File: src/rtl/cache_dirty_tracker_pkg.sv
// Shared geometry defaults and flush-scanner state type for the cache dirty tracker.
package cache_dirty_tracker_pkg;

    localparam int unsigned CACHE_WAYS = 2;
    localparam int unsigned CACHE_SETS = 8;

    typedef enum logic [1:0] {
        IDLE  = 2'd0,
        SCAN  = 2'd1,
        OFFER = 2'd2,
        DONE  = 2'd3
    } flush_state_e;

endpackage

File: src/rtl/cache_dirty_tracker_flush_fsm.sv
// Flush scanner: walks lines set-major/way-minor and offers each dirty one to writeback.
module cache_dirty_tracker_flush_fsm
    import cache_dirty_tracker_pkg::*;
#(
    parameter int unsigned WAYS = CACHE_WAYS,
    parameter int unsigned SETS = CACHE_SETS,
    localparam int unsigned WAY_W = $clog2(WAYS),
    localparam int unsigned SET_W = $clog2(SETS)
) (
    input  logic             clk,
    input  logic             reset,
    input  logic             i_flush_req,
    input  logic             i_line_dirty,
    input  logic             i_wb_ready,
    output logic             o_busy,
    output logic             o_wb_valid,
    output logic [SET_W-1:0] o_wb_set,
    output logic [WAY_W-1:0] o_wb_way,
    output logic             o_flush_done,
    output logic             o_accept_c
);

    flush_state_e     r_state;
    flush_state_e     w_state_nxt;
    logic [SET_W-1:0] r_set;
    logic [SET_W-1:0] w_set_nxt;
    logic [SET_W-1:0] w_set_inc;
    logic [WAY_W-1:0] r_way;
    logic [WAY_W-1:0] w_way_nxt;
    logic [WAY_W-1:0] w_way_inc;
    logic             w_last;
    logic             r_busy;
    logic             r_wb_valid;
    logic             r_done;

    // Index successor: way wraps into the next set.
    always_comb begin
        w_last    = (r_set == SET_W'(SETS - 1)) && (r_way == WAY_W'(WAYS - 1));
        w_set_inc = r_set;
        w_way_inc = r_way + WAY_W'(1);
        if (r_way == WAY_W'(WAYS - 1)) begin
            w_way_inc = '0;
            w_set_inc = r_set + SET_W'(1);
        end
    end

    always_comb begin
        w_state_nxt = r_state;
        w_set_nxt   = r_set;
        w_way_nxt   = r_way;
        o_accept_c  = 1'b0;
        case (r_state)
            IDLE: begin
                if (i_flush_req) begin
                    w_state_nxt = SCAN;
                    w_set_nxt   = '0;
                    w_way_nxt   = '0;
                end
            end
            SCAN: begin
                if (i_line_dirty) begin
                    w_state_nxt = OFFER;
                end else if (w_last) begin
                    w_state_nxt = DONE;
                end else begin
                    w_set_nxt = w_set_inc;
                    w_way_nxt = w_way_inc;
                end
            end
            OFFER: begin
                if (i_wb_ready) begin
                    o_accept_c = 1'b1;
                    if (w_last) begin
                        w_state_nxt = DONE;
                    end else begin
                        w_state_nxt = SCAN;
                        w_set_nxt   = w_set_inc;
                        w_way_nxt   = w_way_inc;
                    end
                end
            end
            DONE:    w_state_nxt = IDLE;
            default: w_state_nxt = IDLE;
        endcase
    end

    // Status flags are registered from the next state so they align with it.
    always_ff @(posedge clk or posedge reset) begin
        if (reset) begin
            r_state    <= IDLE;
            r_set      <= '0;
            r_way      <= '0;
            r_busy     <= 1'b0;
            r_wb_valid <= 1'b0;
            r_done     <= 1'b0;
        end else begin
            r_state    <= w_state_nxt;
            r_set      <= w_set_nxt;
            r_way      <= w_way_nxt;
            r_busy     <= (w_state_nxt != IDLE);
            r_wb_valid <= (w_state_nxt == OFFER);
            r_done     <= (w_state_nxt == DONE);
        end
    end

    assign o_busy       = r_busy;
    assign o_wb_valid   = r_wb_valid;
    assign o_wb_set     = r_set;
    assign o_wb_way     = r_way;
    assign o_flush_done = r_done;

endmodule

File: src/rtl/cache_dirty_tracker.sv
// Per-line dirty-bit store with live dirty count and an attached flush scanner.
module cache_dirty_tracker
    import cache_dirty_tracker_pkg::*;
#(
    parameter int unsigned WAYS  = CACHE_WAYS,
    parameter int unsigned SETS  = CACHE_SETS,
    parameter int unsigned CNT_W = $clog2(WAYS * SETS + 1),
    localparam int unsigned WAY_W = $clog2(WAYS),
    localparam int unsigned SET_W = $clog2(SETS)
) (
    input  logic             clk,
    input  logic             reset,
    input  logic [SET_W-1:0] set_sel,
    input  logic [WAY_W-1:0] way_sel,
    input  logic             mark_dirty,
    input  logic             clear,
    output logic             dirty_out,
    output logic [WAYS-1:0]  dirty_vec,
    output logic [CNT_W-1:0] dirty_count,
    input  logic             flush_req,
    output logic             flush_busy,
    output logic             wb_valid,
    output logic [SET_W-1:0] wb_set,
    output logic [WAY_W-1:0] wb_way,
    input  logic             wb_ready,
    output logic             flush_done
);

    logic [SETS-1:0][WAYS-1:0] r_dirty;
    logic [SETS-1:0][WAYS-1:0] w_dirty_nxt;
    logic [CNT_W-1:0]          r_count;
    logic [CNT_W-1:0]          w_up;
    logic [CNT_W-1:0]          w_dn;
    logic                      w_accept;
    logic                      w_scan_dirty;

    assign w_scan_dirty = r_dirty[wb_set][wb_way];

    cache_dirty_tracker_flush_fsm #(
        .WAYS (WAYS),
        .SETS (SETS)
    ) u_flush_fsm (
        .clk          (clk),
        .reset        (reset),
        .i_flush_req  (flush_req),
        .i_line_dirty (w_scan_dirty),
        .i_wb_ready   (wb_ready),
        .o_busy       (flush_busy),
        .o_wb_valid   (wb_valid),
        .o_wb_set     (wb_set),
        .o_wb_way     (wb_way),
        .o_flush_done (flush_done),
        .o_accept_c   (w_accept)
    );

    // Precedence: mark beats clear and accept; count follows real bit transitions.
    always_comb begin
        w_dirty_nxt = r_dirty;
        w_up        = '0;
        w_dn        = '0;
        if (w_accept)   w_dirty_nxt[wb_set][wb_way]   = 1'b0;
        if (clear)      w_dirty_nxt[set_sel][way_sel] = 1'b0;
        if (mark_dirty) w_dirty_nxt[set_sel][way_sel] = 1'b1;
        for (int unsigned s = 0; s < SETS; s++) begin
            for (int unsigned w = 0; w < WAYS; w++) begin
                if (w_dirty_nxt[SET_W'(s)][WAY_W'(w)] && !r_dirty[SET_W'(s)][WAY_W'(w)])
                    w_up = w_up + CNT_W'(1);
                if (!w_dirty_nxt[SET_W'(s)][WAY_W'(w)] && r_dirty[SET_W'(s)][WAY_W'(w)])
                    w_dn = w_dn + CNT_W'(1);
            end
        end
    end

    always_ff @(posedge clk or posedge reset) begin
        if (reset) begin
            r_dirty <= '0;
            r_count <= '0;
        end else begin
            r_dirty <= w_dirty_nxt;
            r_count <= r_count + w_up - w_dn;
        end
    end

    assign dirty_vec   = r_dirty[set_sel];
    assign dirty_out   = r_dirty[set_sel][way_sel];
    assign dirty_count = r_count;

endmodule
File: config.mk
export PLATFORM = sky130hd
export DESIGN_NAME = cache_dirty_tracker
export DESIGN_NICKNAME = d
export VERILOG_FILES = /design/src/rtl/cache_dirty_tracker_pkg.sv /design/src/rtl/cache_dirty_tracker_flush_fsm.sv /design/src/rtl/cache_dirty_tracker.sv
export SDC_FILE = /design/constraint.sdc
export NUM_CORES = 1
export LEC_CHECK = 0
export CAP_MARGIN = 15
export CORE_ASPECT_RATIO = 1.75
export CORE_UTILIZATION = 46
export CTS_CLUSTER_DIAMETER = 50
export DETAILED_ROUTE_END_ITERATION = 12
export GPL_ROUTABILITY_DRIVEN = 0
export MAX_ROUTING_LAYER = met4
export PLACE_DENSITY_LB_ADDON = 0.05
export SYNTH_ARGS = -nofsm -noshare
export SYNTH_HDL_FRONTEND = slang
export SYNTH_SLANG_ARGS = --single-unit
File: constraint.sdc
create_clock -name clk -period 10.7 [get_ports clk]
set_input_delay 2.14 -clock clk [delete_from_list [all_inputs] [get_ports clk]]
set_output_delay 2.14 -clock clk [all_outputs]
set_load 0.02 [all_outputs]
### After elaboration in Yosys (flattened, before gate mapping)

Cells that the tools add are included.

* bits in registers: 30
* bits of input ports: 10
* output and inout bits: 15

* $add $sub $neg: 34
* magnitude comparators: 8
* equal/unequal tests: 9
* multiplexer cells: 71
* bitwise logic cells: 5
* reduce and logical (&&, ||, !) cells: 73

Operator list (number)
* 5-bit by 1-bit adder with 5-bit output (second input constant): 30
* 5-bit two-way mux: 30
* 16-bit two-way mux: 3
* 1-bit logical AND: 37
* 16-bit bitwise AND: 2
* 1-bit zero test: 32
* 16-bit inverter: 2
* 2-bit two-way mux: 9
* 16-bit bitwise OR: 1
* 1-bit two-way mux: 15
* 3-bit two-way mux: 5
* 2-bit binary-select mux with 3-bit select: 2
* 2-bit demux with 3-bit select: 2
* 3-bit case mux with 3 select lines: 1
* 2-bit equality test (second input constant): 4
* 3-bit by 4-bit less-than comparator with 1-bit output (second input constant): 2
* 2-bit case mux with 4 select lines: 1
* 3-bit by 1-bit greater-or-equal comparator with 1-bit output (second input constant): 2
* 2-bit != test (second input constant): 3
* 5-bit adder: 1
* 5-bit subtractor: 1
* 1-bit by 2-bit less-than comparator with 1-bit output (second input constant): 2
* 4-bit AND reduction: 1
* 3-bit by 1-bit adder with 3-bit output (second input constant): 1
* 9 further kinds: 11

### Logic depth before layout (Yosys ltp)

Gate-level depths: netlist of run 1.

* depth after elaboration: 47
* mapped depth: 53
* depth with buffers taken out: 52

### Modules after synthesis

A second synthesis of run 1 with hierarchy kept.

* cell total of the unflattened synthesis: 594
* area total of the unflattened synthesis: 4799.6 um^2

Modules (own cells, without submodules)
* cache_dirty_tracker: times used 1, cells an instance 540, area each 4247.8 um^2, seq. area each 525.5 um^2
* cache_dirty_tracker_flush_fsm: times used 1, cells an instance 54, area each 551.8 um^2, seq. area each 225.2 um^2

### Worst setup path after synthesis of run 1

No wires, ideal clock.

* path kind: input to register
* start point: input set_sel[0]
* end point: register r_count[4] (netlist: dirty_count[4])
* data arrival time: 12.372 ns
* data required time: 10.575 ns
* slack: -1.797 ns
* stages on the path: 51
* path buffers: 1
* cell sequence: buf_2 -> or3_1 -> o21ai_0 -> a21oi_1 -> a21oi_1 -> nor2_1 -> ha_1 -> xor2_1 -> inv_1 -> ha_1 -> inv_1 -> nor4_1 -> a21o_1 -> ha_1 -> nor4_1 -> nor2_1 -> ha_1 -> nand2_1 -> [15 not listed] -> o21ai_0 -> ha_1 -> a22oi_1 -> o31ai_1 -> ha_1 -> a21boi_0 -> o41ai_1 -> ha_1 -> mux2_2 -> ha_1 -> mux2_2 -> fa_1 -> inv_1 -> fa_1 -> inv_1 -> a21o_1 -> a21oi_1 -> xnor2_1

* cells in the longest elaborated chain, start to end: 43
* elaborated cells on any way between the ends: 122
* classes of those cells: add/sub: 32; order compare: 2; mux: 36; bitwise: 3; reduce/logical: 49

Ends and longest elaborated chain
* from (decl): line cache_dirty_tracker.sv:13 `input logic [SET_W-1:0] set_sel,`
* 3-bit by 4-bit less-than comparator with 1-bit output (implied by the code) / 3-bit by 1-bit greater-or-equal comparator with 1-bit output (equally long branches): line cache_dirty_tracker.sv:62, cache_dirty_tracker.sv:63
* 1-bit logical AND (implied by the code): line cache_dirty_tracker.sv:62, cache_dirty_tracker.sv:63
* 2-bit two-way mux (implied by the code): line cache_dirty_tracker.sv:62, cache_dirty_tracker.sv:63
* 2-bit demux with 3-bit select (*): line cache_dirty_tracker.sv:62, cache_dirty_tracker.sv:63
* 16-bit inverter (no source line)
* 16-bit bitwise AND (no source line)
* 16-bit two-way mux: line cache_dirty_tracker.sv:62 `if (clear) w_dirty_nxt[set_sel][way_sel] = 1'b0;`
* 16-bit bitwise OR (no source line)
* [27 not listed]
* 5-bit by 1-bit adder with 5-bit output / 5-bit two-way mux (equally long branches): line cache_dirty_tracker.sv:67, cache_dirty_tracker.sv:68
* 5-bit two-way mux / 5-bit by 1-bit adder with 5-bit output (equally long branches): line cache_dirty_tracker.sv:66, cache_dirty_tracker.sv:69
* 5-bit by 1-bit adder with 5-bit output / 5-bit two-way mux (equally long branches): line cache_dirty_tracker.sv:67, cache_dirty_tracker.sv:68
* 5-bit two-way mux / 5-bit by 1-bit adder with 5-bit output (equally long branches): line cache_dirty_tracker.sv:66, cache_dirty_tracker.sv:69
* 5-bit by 1-bit adder with 5-bit output / 5-bit two-way mux (equally long branches): line cache_dirty_tracker.sv:67, cache_dirty_tracker.sv:68
* 5-bit two-way mux / 5-bit by 1-bit adder with 5-bit output (equally long branches): line cache_dirty_tracker.sv:66, cache_dirty_tracker.sv:69
* 5-bit adder / 5-bit two-way mux (equally long branches): line cache_dirty_tracker.sv:80, cache_dirty_tracker.sv:68
* 5-bit subtractor (*): line cache_dirty_tracker.sv:80 `r_count <= r_count + w_up - w_dn;`
* to (signal assigned): line cache_dirty_tracker.sv:80
* to (decl): line cache_dirty_tracker.sv:31 `logic [CNT_W-1:0] r_count;`

Mark *: on every way between the ends. The rest lies on a longest branch, timed or not.
A chain may end at the register's enable or synchronous reset.

### Final worst setup path of run 1

Same ends and word-level chain as after synthesis.

==> results of run 1 <==
## Yosys cell counts (3+ instances only)
| library cell | instances |
|---|---|
| sky130_fd_sc_hd__mux2_2 | 7 |
| sky130_fd_sc_hd__dfrtp_1 | 30 |
| sky130_fd_sc_hd__a211oi_1 | 3 |
| sky130_fd_sc_hd__buf_2 | 8 |
| sky130_fd_sc_hd__a22oi_1 | 13 |
| sky130_fd_sc_hd__and3_1 | 13 |
| sky130_fd_sc_hd__a21boi_0 | 5 |
| sky130_fd_sc_hd__inv_1 | 47 |
| sky130_fd_sc_hd__a31oi_1 | 9 |
| sky130_fd_sc_hd__nand2_1 | 63 |
| sky130_fd_sc_hd__nor2_1 | 43 |
| sky130_fd_sc_hd__nor2b_1 | 5 |
| sky130_fd_sc_hd__nor3b_1 | 5 |
| sky130_fd_sc_hd__a311oi_1 | 3 |
| sky130_fd_sc_hd__nor4_1 | 4 |
| sky130_fd_sc_hd__fa_1 | 4 |
| sky130_fd_sc_hd__nand2b_1 | 6 |
| sky130_fd_sc_hd__nand4_1 | 10 |
| sky130_fd_sc_hd__xor2_1 | 18 |
| sky130_fd_sc_hd__o31ai_1 | 7 |
| sky130_fd_sc_hd__a32o_1 | 4 |
| sky130_fd_sc_hd__clkbuf_1 | 16 |
| sky130_fd_sc_hd__o211ai_1 | 7 |
| sky130_fd_sc_hd__or3_1 | 5 |
| sky130_fd_sc_hd__mux2i_1 | 6 |
| sky130_fd_sc_hd__nand3_1 | 24 |
| sky130_fd_sc_hd__a21oi_1 | 21 |
| sky130_fd_sc_hd__o21ai_0 | 30 |
| sky130_fd_sc_hd__nand3b_1 | 5 |
| sky130_fd_sc_hd__xnor2_1 | 39 |
| sky130_fd_sc_hd__ha_1 | 42 |
| sky130_fd_sc_hd__o32ai_1 | 3 |
| sky130_fd_sc_hd__and3b_1 | 4 |
| sky130_fd_sc_hd__a21o_1 | 6 |
| sky130_fd_sc_hd__o22ai_1 | 8 |
| sky130_fd_sc_hd__and2_1 | 7 |
| sky130_fd_sc_hd__nor3_1 | 20 |
## worst max-delay path, delay by kind of cell
| family | cells | cell delay, ns |
|---|---|---|
| XOR/XNOR | 2 | 0.30 |
| adder cells (fa/ha/maj) | 16 | 4.51 |
| buffers and inverters | 6 | 0.40 |
| multiplexers | 6 | 1.55 |
| AO/OA/AOI/OAI | 14 | 1.80 |
| AND/OR/NAND/NOR | 7 | 0.99 |
## power by group
part | total [mW] | internal, mW | switching, mW
Clock | 0.134 | 0.0849 | 0.0490
Sequential | 0.214 | 0.162 | 0.0519
Combinational | 1.22 | 0.609 | 0.614
Total | 1.57 | 0.856 | 0.715
## metal layers
layer  wire [um]  vias to the layer above  GRT usage, %
met5           0                        -             -
met4         776                        0          16.6
met3         665                       59          3.06
met2        8180                      184          58.5
met1        5130                     2402          28.1
li1            -                     2414             -
## cells by family after synthesis
family | after synthesis
buf+inv | 72
flops | 30
fa+ha+maj | 47
xor+xnor | 62
other cells | 1
compound gates | 148
simple gates | 224
mux | 13
## repair_timing
item	4_1_cts	5_1_grt
resized for setup	28	27
buffers inserted	8	2
pin swaps	18	22
setup endpoints to repair	4	4
## worst paths after layout
path | from | endpoint | cells past startpoint
max in group asynchronous | reset | r_dirty[3]$_DFF_PP0_ | 3
worst min register to register | dirty_count[0]$_DFF_PP0_ | dirty_count[0]$_DFF_PP0_ | 1
worst min-delay path | dirty_count[0]$_DFF_PP0_ | dirty_count[0]$_DFF_PP0_ | 1
worst max-delay path | set_sel[0] | dirty_count[4]$_DFF_PP0_ | 51
min in group asynchronous | reset | dirty_count[0]$_DFF_PP0_ | 2
worst max register to register | u_flush_fsm.r_state[0]$_DFF_PP0_ | dirty_count[4]$_DFF_PP0_ | 51
## registers in the layout, summed over array words and instances (netlist names)
name	flops
r_dirty	16
dirty_count	5
u_flush_fsm.o_wb_set	3
u_flush_fsm.r_state	2
u_flush_fsm.o_busy	1
u_flush_fsm.o_flush_done	1
u_flush_fsm.o_wb_valid	1
u_flush_fsm.o_wb_way	1
## per-stage QoR
step / util [%] / cell area [um2] / std cells
6_report: 64.6 / 6200 / 845
2_1_floorplan: - / 4720 / 597
5_1_grt: 64.6 / 6200 / 845
4_1_cts: 63.1 / 6050 / 843
3_5_place_dp: 60.7 / 5820 / 828
3_3_place_gp: 60.7 / 5820 / 828
## final cells by class
| class | instances | area share [%] |
|---|---|---|
| well taps | 122 | 2.46 |
| repair buffers | 144 | 18.4 |
| flip-flops and latches | 30 | 12.1 |
| multi-input cells | 495 | 62.0 |
| inverters | 47 | 2.85 |
| clock buffers | 7 | 2.14 |
==> flow_summary.yaml, run 1 <==
outcome:
  run_status: "finished, violations left"
  violations_in_the_final_reports: "negative setup slack"
setup_path:
  type_of_the_worst_setup_path: "in -> reg"
  worstPathRequired_ns: 10.86
  critical_path_arrival_ns: 11.75
  crit_path_frequent_cell: "sky130_fd_sc_hd__ha_4"
  crit_path_max_fanout: 3
  worstSetupEndpointType: "register"
  cpMaxStageDelayCell: "sky130_fd_sc_hd__fa_1"
  critical_path.max_stage_delay_ns: 0.58
  reg2reg_setup_slack_ns: 0.53
  worst_setup_path_start_kind: "input pin"
synth:
  async_flop_share_pct: 100
  post_synth_instance_area_um2: 4590
  synth_top_family_by_area: "simple AND/OR/NAND/NOR gates"
  synth_top_cell_area_share_pct: 16.4
  post_synth_and_or_nand_nor_area_fraction_pct: 24.7
  synth_seq_cells: 30
  syn-mean-instance-area_um2: 7.68
  ys_types: 74
  synth-adder-area-share_pct: 13.4
  synth_top_cells_by_area: "sky130_fd_sc_hd__dfrtp_1, sky130_fd_sc_hd__ha_1, sky130_fd_sc_hd__xnor2_1"
  mux_contribution_to_synthesized_area_pct: 3.03
  synth.yosys.seq_area_share_pct: 16.4
  yosys.area.top_type: "sky130_fd_sc_hd__dfrtp_1"
  synthesis.nets: 653
  synth_compound_area_share_pct: 22.5
  synth_flop_cell: "sky130_fd_sc_hd__dfrtp_1"
  synth-edff-count: 0
  synth_xor_xnor_area_share_pct: 13.6
  post_synth_inst_count: 597
  number_of_warning_messages_in_the_yosys_log: 0
timing:
  period_needed_ns: 11.59
  timing.max_slew.rel_slack_pct: 45.2
  report.final.slew_viol_count: 0
  hold_slack_ns: 0.508
  unrepaired_setup_endpoints_after_global_routing: "yes"
  layout_worst_path_cycle_share_pct: 108
  hold_violations: 0
  totalNegativeSetupSlack_ns: -3.20
  fmax_mhz: 86.3
  setup_viol_count_final: 4
  finalWorstSetupSlack_ns: -0.889
  tightest_slew_ns: 0.820
  fin_worst_skew_ns: 0.00609
die:
  number_of_top_level_pins: 25
  initial_utilization_pct: 47.9
  placement_row_count: 47
  fp.coreArea_um2: 9590
  die-area_um2: 10400
  die_width_um: 77.5
  fp.dieH_um: 134
run:
  cap_violations: 0
global_route:
  globalRoute.totalOverflow: 0
  grt_start_max_net_pins: 24
  first_global_vias: 5103
  wire_length_of_the_first_global_routing_pass_um: 24000
  grt.total_usage_pct: 30.1
  antenna_found_initial: 0
cells_and_area:
  nNetsFinal: 779
  area_growth_pct: 35.1
  diode_count: 0
  final_cell_mix: "sky130_fd_sc_hd__buf_4, sky130_fd_sc_hd__nand2_1, sky130_fd_sc_hd__inv_1"
  filler_cell_count_in_the_final_layout: 845
  layout.cells.most_common: "sky130_fd_sc_hd__buf_4"
  multi_input_area_um2: 3840
  drive_gt1_share_pct: 26.4
  register_area_um2: 751
clock_tree:
  numCtsBuffers: 5
  clock_tree.htree_level_count: 2
  cts-root-to-sink-buffers: 2
  cts_root_buf: "sky130_fd_sc_hd__clkbuf_16"
  clock_sink_count: 30
  tritoncts: "done"
  worstSkewPairLatency_ns: 0.28
  cts_clk_pin_slew_worst_paths_ns: 0.05
  hold_buffer_count_at_cts: 0
drt:
  postRouteWirelength_um: 14800
  routed-via-count: 5059
  1st_pass_router_iterations: 7
  detailedRoute.firstIterationViolations: 292
  vias_per_cell: 5.99
  detail-route-antenna-nets: 0
  drc: 0
  routed_wire_length_per_instance_um: 17.5
hold_path:
  min-delay-path-class: "reg -> reg"
pwr:
  ir_drop_uv: 257
  cellLeakagePower_nw: 2.77
  power_mw: 1.57
  power_density_nw_per_um2: 253
placement:
  dpl_worst_slack_ns: -1.64
  detailed_place_hpwl_um: 11800
  port_buffers: 24
Note: power is estimated with default switching activity, not from simulation.
==> run 2: changes to the inputs <==
--- a/config.mk
+++ b/config.mk
@@ -7,7 +7,7 @@
 export LEC_CHECK = 0
 export CAP_MARGIN = 15
 export CORE_ASPECT_RATIO = 1.75
-export CORE_UTILIZATION = 46
+export CORE_UTILIZATION = 45
 export CTS_CLUSTER_DIAMETER = 50
 export DETAILED_ROUTE_END_ITERATION = 12
 export GPL_ROUTABILITY_DRIVEN = 0
==> run 2 against run 1 <==
- the run still ends with negative setup slack left
- clock skew rose by 0.00052 ns
- first-iteration DRC count did not move
- worst setup slack got worse by 0.024 ns
- fmax fell by 0.21%
- global-route usage fell by 0.35 points
- final cell count rose by 0.36%
- worst hold slack got worse by 0.0024 ns
- via count fell by 0.12%
- critical endpoint unchanged
==> flow_summary.yaml, run 2 (synthesized netlist as in run 1, its figures left out) <==
drt:
  detailedRoute.firstIterationViolations: 292
  routed-via-count: 5053
  vias_per_cell: 5.96
  1st_pass_router_iterations: 5
  postRouteWirelength_um: 15200
  routed_wire_length_per_instance_um: 17.9
  drc: 0
  detail-route-antenna-nets: 0
die:
  placement_row_count: 48
  fp.dieH_um: 136
  die_width_um: 78.3
  die-area_um2: 10600
  number_of_top_level_pins: 25
  initial_utilization_pct: 46.3
  fp.coreArea_um2: 9910
timing:
  setup_viol_count_final: 4
  layout_worst_path_cycle_share_pct: 109
  fin_worst_skew_ns: 0.00661
  hold_violations: 0
  unrepaired_setup_endpoints_after_global_routing: "yes"
  report.final.slew_viol_count: 0
  timing.max_slew.rel_slack_pct: 39.9
  period_needed_ns: 11.61
  totalNegativeSetupSlack_ns: -3.30
  finalWorstSetupSlack_ns: -0.913
  tightest_slew_ns: 0.900
  fmax_mhz: 86.1
cells_and_area:
  register_area_um2: 751
  diode_count: 0
  final_cell_mix: "sky130_fd_sc_hd__buf_4, sky130_fd_sc_hd__nand2_1, sky130_fd_sc_hd__inv_1"
  drive_gt1_share_pct: 27.1
  area_growth_pct: 35.8
  layout.cells.most_common: "sky130_fd_sc_hd__buf_4"
  nNetsFinal: 779
  regMostFlops: "r_dirty"
  filler_cell_count_in_the_final_layout: 917
  multi_input_area_um2: 3870
  largest_register_ffs: 16
  final_cell_count_no_fill: 848
clock_tree:
  clock_sink_count: 30
  hold_buffer_count_at_cts: 0
  numCtsBuffers: 5
  worstSkewPairLatency_ns: 0.28
  clock_tree.htree_level_count: 2
  cts_root_buf: "sky130_fd_sc_hd__clkbuf_16"
  cts_clk_pin_slew_worst_paths_ns: 0.05
  tritoncts: "done"
  cts-root-to-sink-buffers: 2
placement:
  detailed_place_hpwl_um: 12000
  port_buffers: 24
  placedCellCount: 827
pwr:
  ir_drop_uv: 190
  power_report.internal_total_mw: 0.870
  switchingPower_mw: 0.728
  power_density_nw_per_um2: 256
  power.switching_fraction_pct: 45.5
  seqPwrFrac_pct: 13.4
  share_comb_of_total_power_pct: 78.2
  power.clock.fraction_pct: 8.4
  cellLeakagePower_nw: 2.77
setup_path:
  worstPathRequired_ns: 10.86
  type_of_the_worst_setup_path: "in -> reg"
  crit_path_max_fanout: 3
  worstSetupEndpointType: "register"
  crit_path_frequent_cell: "sky130_fd_sc_hd__ha_4"
  cpMaxStageDelayCell: "sky130_fd_sc_hd__fa_1"
  worst_setup_path_start_kind: "input pin"
  critical_path.max_stage_delay_ns: 0.59
  critical_path_arrival_ns: 11.77
global_route:
  antenna_found_initial: 0
  first_global_vias: 4999
  wire_length_of_the_first_global_routing_pass_um: 23900
  grt_start_max_net_pins: 31
  globalRoute.totalOverflow: 0
  grt.total_usage_pct: 29.8
outcome:
  violations_in_the_final_reports: "negative setup slack"
  run_status: "finished, violations left"
run:
  cap_violations: 0
hold_path:
  min-delay-path-class: "reg -> reg"
[run 2: cell counts in the layout (fill, tap and decap cells not counted)]
No cell type changed its count.
[run 2: worst paths after layout]
check	depth (start not counted)	startpoint	endpoint	slack [ns]
worst max register to register	52	u_flush_fsm.r_state[0]$_DFF_PP0_	dirty_count[4]$_DFF_PP0_	0.51
worst max-delay path	52	set_sel[2]	dirty_count[4]$_DFF_PP0_	-0.91
min in group asynchronous	3	reset	u_flush_fsm.o_busy$_DFF_PP0_	2.26
worst min-delay path	1	dirty_count[0]$_DFF_PP0_	dirty_count[0]$_DFF_PP0_	0.51
max in group asynchronous	3	reset	r_dirty[10]$_DFF_PP0_	8.12
worst min register to register	1	dirty_count[0]$_DFF_PP0_	dirty_count[0]$_DFF_PP0_	0.51
[run 2: cell type report]
type	count	area share, %
Clock buffer	7	2.13
Inverter	47	2.87
Multi-Input combinational cell	495	62.1
Sequential cell	30	12.0
Tap cell	125	2.51
Timing Repair Buffer	144	18.4
[run 2: timing repair]
item | in CTS | in global routing
pin swaps | 7 | 9
buffers inserted | 11 | 3
resized for setup | 30 | 31
setup endpoints to repair | 4 | 4
[run 2: metal layers]
metal	track usage [%]	routed length (um)	up-vias
li1	-	-	2415
met1	29.2	5400	2400
met2	56.7	8450	180
met3	2.49	520	58
met4	16.3	830	0
met5	-	0	-
[run 2: power groups by stage]
stage | Combinational [mW] | Sequential [mW] | Clock [mW]
after CTS | 1.20 | 0.212 | 0.135
after global placement | 1.10 | 0.212 | 0
after global routing | 1.37 | 0.219 | 0.139
final | 1.25 | 0.214 | 0.134
after floorplan | 0.715 | 0.223 | 0
after detailed placement | 1.14 | 0.213 | 0
[run 2: through the flow]
step	setup WS (ns)	power, mW	hold slack (ns)	utilization, %	cell area, um2
2_1_floorplan	-0.914	0.938	0.539	-	4720
5_1_grt	-1.30	1.73	0.530	62.9	6230
6_report	-0.913	1.60	0.506	62.9	6230
3_5_place_dp	-1.70	1.35	0.497	58.4	5790
3_3_place_gp	-1.30	1.31	0.486	58.4	5790
4_1_cts	-0.824	1.55	0.510	61.2	6070
[run 2: critical path, delay by kind of cell]
family / cells / cell delay [ns]
adders and majority gates: 16 / 4.40
and+or+nand+nor: 9 / 1.30
AOI/OAI and AO/OA: 14 / 1.90
muxes: 6 / 1.53
buffers and inverters: 6 / 0.35
xor gates and xnor gates: 1 / 0.12
==> run 3: changes to the inputs <==
--- a/config.mk
+++ b/config.mk
@@ -8,7 +8,6 @@
 export CAP_MARGIN = 15
 export CORE_ASPECT_RATIO = 1.75
 export CORE_UTILIZATION = 45
-export CTS_CLUSTER_DIAMETER = 50
 export DETAILED_ROUTE_END_ITERATION = 12
 export GPL_ROUTABILITY_DRIVEN = 0
 export MAX_ROUTING_LAYER = met4
==> constraint.sdc (replaced) <==
create_clock -name clk -period 9.65 [get_ports clk]
set_input_delay 1.93 -clock clk [delete_from_list [all_inputs] [get_ports clk]]
set_output_delay 1.93 -clock clk [all_outputs]
set_load 0.02 [all_outputs]
==> run 3 against run 2 <==
- clock power is 9.7% higher
- via count is 0.89% higher
- global-route usage is 0.72 points higher
- sequential power is 7% higher
- register-to-register slack worse by 0.97 ns
- design area is 4.3% higher
- count of clock-buffer cells in the layout stayed put
- the run still ends with negative setup slack left
==> flow_summary.yaml, run 3 (synthesized netlist as in run 1, its figures left out) <==
drt:
  detailedRoute.firstIterationViolations: 253
  routed-via-count: 5098
  drc: 0
  postRouteWirelength_um: 15300
  routed_wire_length_per_instance_um: 17.4
  detail-route-antenna-nets: 0
  vias_per_cell: 5.80
  1st_pass_router_iterations: 5
global_route:
  grt.total_usage_pct: 30.5
  globalRoute.totalOverflow: 0
  antenna_found_initial: 0
  first_global_vias: 5193
  wire_length_of_the_first_global_routing_pass_um: 24500
  grt_start_max_net_pins: 31
setup_path:
  worstSetupEndpointType: "register"
  crit_path_max_fanout: 3
  cpMaxStageDelayCell: "sky130_fd_sc_hd__fa_1"
  worstPathRequired_ns: 9.81
  critical_path_arrival_ns: 11.55
  worst_setup_path_start_kind: "input pin"
  critical_path.max_stage_delay_ns: 0.58
  type_of_the_worst_setup_path: "in -> reg"
clock_tree:
  tritoncts: "done"
  cts_clk_pin_slew_worst_paths_ns: 0.05
  worstSkewPairLatency_ns: 0.28
  cts_root_buf: "sky130_fd_sc_hd__clkbuf_16"
  numCtsBuffers: 5
  cts-root-to-sink-buffers: 2
  clock_tree.htree_level_count: 2
  hold_buffer_count_at_cts: 0
  clock_sink_count: 30
die:
  placement_row_count: 48
  die_width_um: 78.3
  fp.coreArea_um2: 9910
  number_of_top_level_pins: 25
  fp.dieH_um: 136
  initial_utilization_pct: 46.3
  die-area_um2: 10600
cells_and_area:
  final_cell_mix: "sky130_fd_sc_hd__buf_4, sky130_fd_sc_hd__nand2_1, sky130_fd_sc_hd__inv_1"
  post_route_cell_area_um2: 6500
  regMostFlops: "r_dirty"
  drive_gt1_share_pct: 30.4
  diode_count: 0
  layout.cells.most_common: "sky130_fd_sc_hd__buf_4"
  largest_register_ffs: 16
  filler_cell_count_in_the_final_layout: 910
  nNetsFinal: 810
  area_growth_pct: 41.7
  layout.core_utilization_pct: 65.6
  final_cell_count_no_fill: 879
placement:
  detailed_place_hpwl_um: 12200
  dpl_worst_slack_ns: -2.54
  placedCellCount: 853
  port_buffers: 24
  post_place_instance_area_um2: 5980
pwr:
  cellLeakagePower_nw: 2.91
  power_density_nw_per_um2: 287
  ir_drop_uv: 218
  power_mw: 1.86
timing:
  unrepaired_setup_endpoints_after_global_routing: "yes"
  period_needed_ns: 11.39
  layout_worst_path_cycle_share_pct: 118
  fin_worst_skew_ns: 0.00642
  report.final.slew_viol_count: 0
  hold_violations: 0
  timing.max_slew.rel_slack_pct: 55.3
  setup_viol_count_final: 4
  fmax_mhz: 87.8
  totalNegativeSetupSlack_ns: -6.73
  tightest_slew_ns: 0.666
  hold_slack_ns: 0.497
  finalWorstSetupSlack_ns: -1.74
outcome:
  violations_in_the_final_reports: "negative setup slack"
  run_status: "finished, violations left"
run:
  cap_violations: 0
hold_path:
  min-delay-path-class: "reg -> reg"
## run 3: power by group
part           switching, mW  internal (mW)  leakage, nW
clock network         0.0531         0.0941       0.0640
registers             0.0495          0.179        0.360
logic                  0.731          0.756         2.49
## run 3: layer usage
| layer | GRT usage, % | up-vias | routed length (um) | share of wire, % |
|---|---|---|---|---|
| li1 | - | 2479 | - | - |
| met1 | 28.6 | 2396 | 5420 | 35 |
| met2 | 59.2 | 157 | 8400 | 55 |
| met3 | 2.90 | 66 | 463 | 3.0 |
| met4 | 16.8 | 0 | 1010 | 6.6 |
| met5 | - | - | 0 | 0 |
## run 3: worst max-delay path: cells and delay by family
family | cells | cell delay (ns)
xor+xnor | 2 | 0.29
mux | 6 | 1.55
simple gates | 7 | 0.98
compound gates | 14 | 1.83
fa+ha+maj | 16 | 4.60
buf+inv | 6 | 0.35
## run 3: path summary, 6_finish.rpt
check                                                 start                  endpoint  slack [ns]  cells after the start
setup / recovery                                 set_sel[1]  dirty_count[4]$_DFF_PP0_       -1.74                     51
hold / removal                     dirty_count[0]$_DFF_PP0_  dirty_count[0]$_DFF_PP0_        0.50                      1
setup reg to reg           u_flush_fsm.r_state[0]$_DFF_PP0_  dirty_count[4]$_DFF_PP0_       -0.46                     51
hold reg to reg                    dirty_count[0]$_DFF_PP0_  dirty_count[0]$_DFF_PP0_        0.50                      1
max in group asynchronous                             reset      r_dirty[6]$_DFF_PP0_        7.28                      3
min in group asynchronous                             reset  dirty_count[0]$_DFF_PP0_        2.06                      3
## run 3: what timing repair did
item / CTS / global route
buffers inserted: 14 / 5
gates resized for setup: 35 / 30
pin swaps: 33 / 41
endpoints found under the setup margin: 4 / 4
## run 3: final cells by class
| type | instances | area [um2] | share of cell area (%) |
|---|---|---|---|
| Clock buffer | 7 | 133 | 2.04 |
| Multi-Input combinational cell | 495 | 3910 | 60.1 |
| Sequential cell | 30 | 751 | 11.5 |
| Timing Repair Buffer | 175 | 1370 | 21.1 |
| Inverter | 47 | 179 | 2.75 |
| Tap cell | 125 | 156 | 2.41 |
